**config.mk**
```make
export PLATFORM = sky130hd
export DESIGN_NAME = prio_encoder_rr
export DESIGN_NICKNAME = d
export VERILOG_FILES = /design/src/rtl/prio_encoder_rr.sv
export SDC_FILE = /design/constraint.sdc
export NUM_CORES = 1
export LEC_CHECK = 0
export ABC_CLOCK_PERIOD_IN_PS = 4810
export CORE_MARGIN = 2
export CORE_UTILIZATION = 46
export CTS_CLUSTER_DIAMETER = 150
export DETAILED_ROUTE_END_ITERATION = 7
export PLACE_DENSITY = 0.69
export SYNTH_ARGS = -nofsm -noshare
export SYNTH_HDL_FRONTEND = slang
export SYNTH_SLANG_ARGS = --single-unit
export TNS_END_PERCENT = 30
```
**constraint.sdc**
```tcl
create_clock -name clk -period 4.81 [get_ports clk]
set_input_delay 0.962 -clock clk [delete_from_list [all_inputs] [get_ports clk]]
set_output_delay 0.962 -clock clk [all_outputs]
set_load 0.01 [all_outputs]
```
**src/rtl/prio_encoder_rr.sv**
```systemverilog
// prio_encoder_rr: priority encoder with fixed or round-robin priority and a
// single-entry valid/ready output register.
//
// Ports
//   clk       : clock, all state changes on the rising edge
//   rst_n     : asynchronous active-low reset
//   in_valid  : d and rr_mode are valid this cycle
//   in_ready  : an input can be accepted this cycle (!out_valid || out_ready)
//   d         : request vector, bit i = request i
//   rr_mode   : 0 = fixed priority (MSB wins), 1 = round-robin from ptr
//   out_valid : a result is held on y/zero/multi
//   out_ready : consumer takes the result this cycle
//   y         : winning request index
//   zero      : accepted d was all-zero
//   multi     : accepted d had two or more bits set
module prio_encoder_rr #(
  parameter int unsigned N = 8,
  parameter int unsigned W = 3
) (
  input  logic         clk,
  input  logic         rst_n,
  input  logic         in_valid,
  output logic         in_ready,
  input  logic [N-1:0] d,
  input  logic         rr_mode,
  output logic         out_valid,
  input  logic         out_ready,
  output logic [W-1:0] y,
  output logic         zero,
  output logic         multi
);

  logic         out_valid_q, out_valid_d;
  logic [W-1:0] y_q, y_d;
  logic         zero_q, zero_d;
  logic         multi_q, multi_d;
  logic [W-1:0] ptr_q, ptr_d;

  logic         accept;
  logic [W-1:0] fix_idx;
  logic [N-1:0] rot;
  logic [W-1:0] rr_off;
  logic [W:0]   rr_sum;
  logic [W-1:0] rr_idx;
  logic [W-1:0] y_new;

  assign in_ready = !out_valid_q || out_ready;
  assign accept   = in_valid && in_ready;

  // Fixed priority: the highest set bit wins, so later (higher) hits overwrite.
  always_comb begin
    fix_idx = '0;
    for (int unsigned i = 0; i < N; i++) begin
      if (d[i]) fix_idx = W'(i);
    end
  end

  // Round-robin: rotate d so that bit ptr lands at position 0, find the lowest
  // set bit of the rotated vector, then add ptr back modulo N.
  always_comb begin
    rot    = N'({d, d} >> ptr_q);
    rr_off = '0;
    for (int i = int'(N) - 1; i >= 0; i--) begin
      if (rot[i]) rr_off = W'(i);
    end
    rr_sum = {1'b0, ptr_q} + {1'b0, rr_off};
    if (rr_sum >= (W+1)'(N)) begin
      rr_idx = W'(rr_sum - (W+1)'(N));
    end else begin
      rr_idx = rr_sum[W-1:0];
    end
  end

  always_comb begin
    if (d == '0) begin
      y_new = '0;
    end else if (rr_mode) begin
      y_new = rr_idx;
    end else begin
      y_new = fix_idx;
    end
  end

  always_comb begin
    out_valid_d = out_valid_q;
    y_d         = y_q;
    zero_d      = zero_q;
    multi_d     = multi_q;
    ptr_d       = ptr_q;
    if (accept) begin
      out_valid_d = 1'b1;
      y_d         = y_new;
      zero_d      = (d == '0);
      // Clearing the lowest set bit leaves something only if two or more were set.
      multi_d     = |(d & (d - N'(1)));
      if (rr_mode && (d != '0)) begin
        ptr_d = (y_new == W'(N - 1)) ? '0 : y_new + W'(1);
      end
    end else if (out_ready) begin
      out_valid_d = 1'b0;
    end
  end

  always_ff @(posedge clk or negedge rst_n) begin
    if (!rst_n) begin
      out_valid_q <= 1'b0;
      y_q         <= '0;
      zero_q      <= 1'b0;
      multi_q     <= 1'b0;
      ptr_q       <= '0;
    end else begin
      out_valid_q <= out_valid_d;
      y_q         <= y_d;
      zero_q      <= zero_d;
      multi_q     <= multi_d;
      ptr_q       <= ptr_d;
    end
  end

  assign out_valid = out_valid_q;
  assign y         = y_q;
  assign zero      = zero_q;
  assign multi     = multi_q;

endmodule
```
==> impl_metrics.py <==
metrics = {
    "cts": {
        "clk_pin_slew_ps": 60,
        "post_cts_buffers": 0,
        "cts_tree": "done",
        "insertion_delay_ps": 260,
        "clock_path_buffers": 2,
        "cts_resized": 0,
        "htree_num_levels": 1,
        "cts_num_sinks": 9,
        "holdBufCountCts": 0,
        "numCtsBuffers": 3,
        "cts_root_buffer": "clkbuf_4",
    },
    "cells_and_area": {
        "fillers": 287,
        "final-seq-area_um2": 225,
        "drive_above_1_share_pct": 14.1,
        "fin_util_pct": 56.1,
        "multi_input_area_um2": 996,
        "areaGrowthSynthToFinish_pct": 15.2,
        "num-nets-final": 203,
        "diodes": 0,
    },
    "place": {
        "dp_hpwl_mm": 2.68,
        "gp_congestion": 0.884,
        "io_buffers": 19,
    },
    "power": {
        "switchingPower_w": 0.000377,
        "power.density_nw_per_um2": 491,
        "p_comb_share_pct": 66.8,
        "leakagePower_nw": 0.590,
        "clock_power_share_pct": 7.5,
        "swShare_pct": 49.2,
        "seqPwrFrac_pct": 25.7,
        "ir_worst_vdd_mv": 0.431,
        "intPower_w": 0.000388,
    },
    "die": {
        "core_um2": 2780,
        "row_count": 19,
        "initial_core_util_pct": 48.7,
        "die_w_um": 58.3,
        "pin_count": 20,
        "die_area_um2": 3390,
        "die_h_um": 58.3,
    },
    "global_routing": {
        "grt_pass1_vias": 1284,
        "grt_start_max_net_pins": 28,
        "grt_overflow": 0,
        "grt_usage_pct": 22.7,
        "grt_pass1_wl_mm": 6.00,
        "antenna_found_initial": 0,
    },
    "sta": {
        "hold_violations": 0,
        "grt_setup_unrepaired": "no",
        "min_period_over_period_pct": 89.5,
        "finalSetupTns_ps": 0,
        "slew_viol_final": 0,
        "timing.hold.ws_ps": 483,
        "setup_violations": 0,
        "tightest_slew_ps": 880,
        "fmax_ghz": 0.232,
        "finalClockSkew_ps": 5.14,
        "fin_crit_ps": 4300,
        "slew_headroom_pct": 41.3,
    },
    "drt": {
        "via_per_inst": 6.19,
        "dr_total_vias": 1338,
        "wire_per_inst_um": 16.4,
        "wl_mm": 3.54,
        "drtIter0Drc": 69,
        "ant_nets": 0,
        "drc": 0,
        "drt_pre_antenna_iters": 4,
    },
    "synth": {
        "synth_area_leader_cell": "dfrtp_1",
        "yosys.cell_types.count": 57,
        "synthTopCellsByCount": "nor2_1, o21ai_0, nand2_1",
        "synth_fp_nets": 189,
        "syn_area_per_cell_um2": 7.87,
        "netlist_area_um2": 1350,
        "synth_cells": 172,
        "yosys.area.top_type_share_pct": 16.6,
        "async_flop_share_pct": 100,
        "synth-edff-count": 0,
        "yosys_warnings": 0,
        "synthTopCellsByArea": "dfrtp_1, o21ai_0, mux2_2, mux2i_1, nor2_1",
        "synth.ff_latch_count": 9,
        "synth-seq-area-share_pct": 16.6,
        "ys.flop_type": "dfrtp_1",
    },
    "critical_path": {
        "worst-path-max-fanout": 13,
        "worst-setup-path-type": "in -> reg",
        "worstPathRequired_ps": 4950,
        "crit_arrival_ps": 4450,
        "startpoint_type": "primary input",
        "setup.worst_path.end_class": "flop",
    },
    "outcome": {
        "status": "complete, no violations",
    },
    "flow_run": {
        "cap_violations": 0,
    },
    "min_path": {
        "min_path_type": "reg -> reg",
    },
}
[per-stage QoR]
| step | instance area [um2] | instances | worst slack, ps | power, W |
|---|---|---|---|---|
| 5_1_grt | 1560 | 216 | 234 | 0.000843 |
| 3_3_place_gp | 1530 | 212 | 390 | 0.000687 |
| 2_1_floorplan | 1350 | 172 | 1110 | 0.000607 |
| 4_1_cts | 1560 | 216 | 568 | 0.000764 |
| 6_report | 1560 | 216 | 505 | 0.000765 |
| 3_5_place_dp | 1530 | 212 | 301 | 0.000704 |
[area by class of cell]
type / instances / share of cell area (%)
Timing Repair Buffer: 26 / 15.6
Multi-Input combinational cell: 138 / 63.9
Clock buffer: 4 / 1.69
Sequential cell: 9 / 14.4
Inverter: 8 / 1.93
Tap cell: 31 / 2.49
[per-layer routing]
layer  share of wire (%)  global-route usage, %  up-vias
li1                    -                      -      662
met1                  46                   31.4      647
met5                   0                      0        -
met3                 4.0                   5.36        2
met4                0.40                   4.65        0
met2                  50                   36.0       27
[critical path, cell delays in order]
cell and delay (ps):
clkdlybuf4s50_1 770, nor3b_1 120, o21ai_0 230, a22oi_1 110
o22ai_1 240, a211oi_1 70, o32ai_1 290, ha_1 200
inv_1 50, fa_1 440, a22oi_1 270, ha_1 200
ha_1 230, mux2_2 260
[worst paths after layout]
check	start	end	slack, ps	depth (start not counted)
worst min register to register	zero$_DFFE_PN0P_	zero$_DFFE_PN0P_	480	2
max in group asynchronous	rst_n	ptr_q[1]$_DFFE_PN0P_	3520	1
min in group asynchronous	rst_n	out_valid$_DFFE_PN0P_	1000	1
worst max-delay path	d[5]	ptr_q[2]$_DFFE_PN0P_	510	14
worst min-delay path	zero$_DFFE_PN0P_	zero$_DFFE_PN0P_	480	2
worst max register to register	ptr_q[2]$_DFFE_PN0P_	ptr_q[2]$_DFFE_PN0P_	990	13
[cells by family (layout without fill, tap and decap cells)]
group | count (synthesis) | count (layout) | synth area share (%)
AOI/OAI and AO/OA | 53 | 53 | 30.1
buffers and inverters | 25 | 38 | 9.80
xor gates and xnor gates | 1 | 1 | 0.647
muxes | 12 | 12 | 9.43
DFF | 9 | 9 | 16.6
and+or+nand+nor | 67 | 67 | 28.4
adders and majority gates | 5 | 5 | 4.99
[power groups by stage]
stage	registers [W]	logic, W	clock network, W
finish	0.000196	0.000511	0.0000575
global route	0.000206	0.000572	0.0000649
CTS	0.000193	0.000511	0.0000599
detailed placement	0.000195	0.000510	0
global placement	0.000193	0.000494	0
floorplan	0.000128	0.000479	0
[flip-flops by register name (all words and copies together) (netlist names)]
register   count
ptr_q          3
out_valid      1
zero           1
y              3
multi          1
[cell usage in the layout (no fill, tap or decap), types with 2 or more instances in the layout]
cell type        netlist  layout
a22oi_1                3       3
mux2i_1                6       6
a22o_1                 3       3
nand3_1                4       4
o311ai_0               2       2
dfrtp_1                9       9
nand2_1               10      10
nor2_1                14      14
nand2b_1               5       5
nor3b_1                7       7
ha_1                   3       3
a221oi_1               3       3
o21bai_1               2       2
a21oi_1                7       7
o21ai_0               14      14
o32ai_1                2       2
nor3_2                 2       2
inv_1                  8       8
nand4b_1               2       2
clkbuf_4               0       3
clkdlybuf4s50_1        0      19
and2_1                 2       2
nand3b_1               3       3
buf_4                  3       7
mux2_2                 6       6
and3b_1                2       2
nor3_1                 7       7
a211oi_1               2       2
Note: power is estimated with default switching activity, not from simulation.
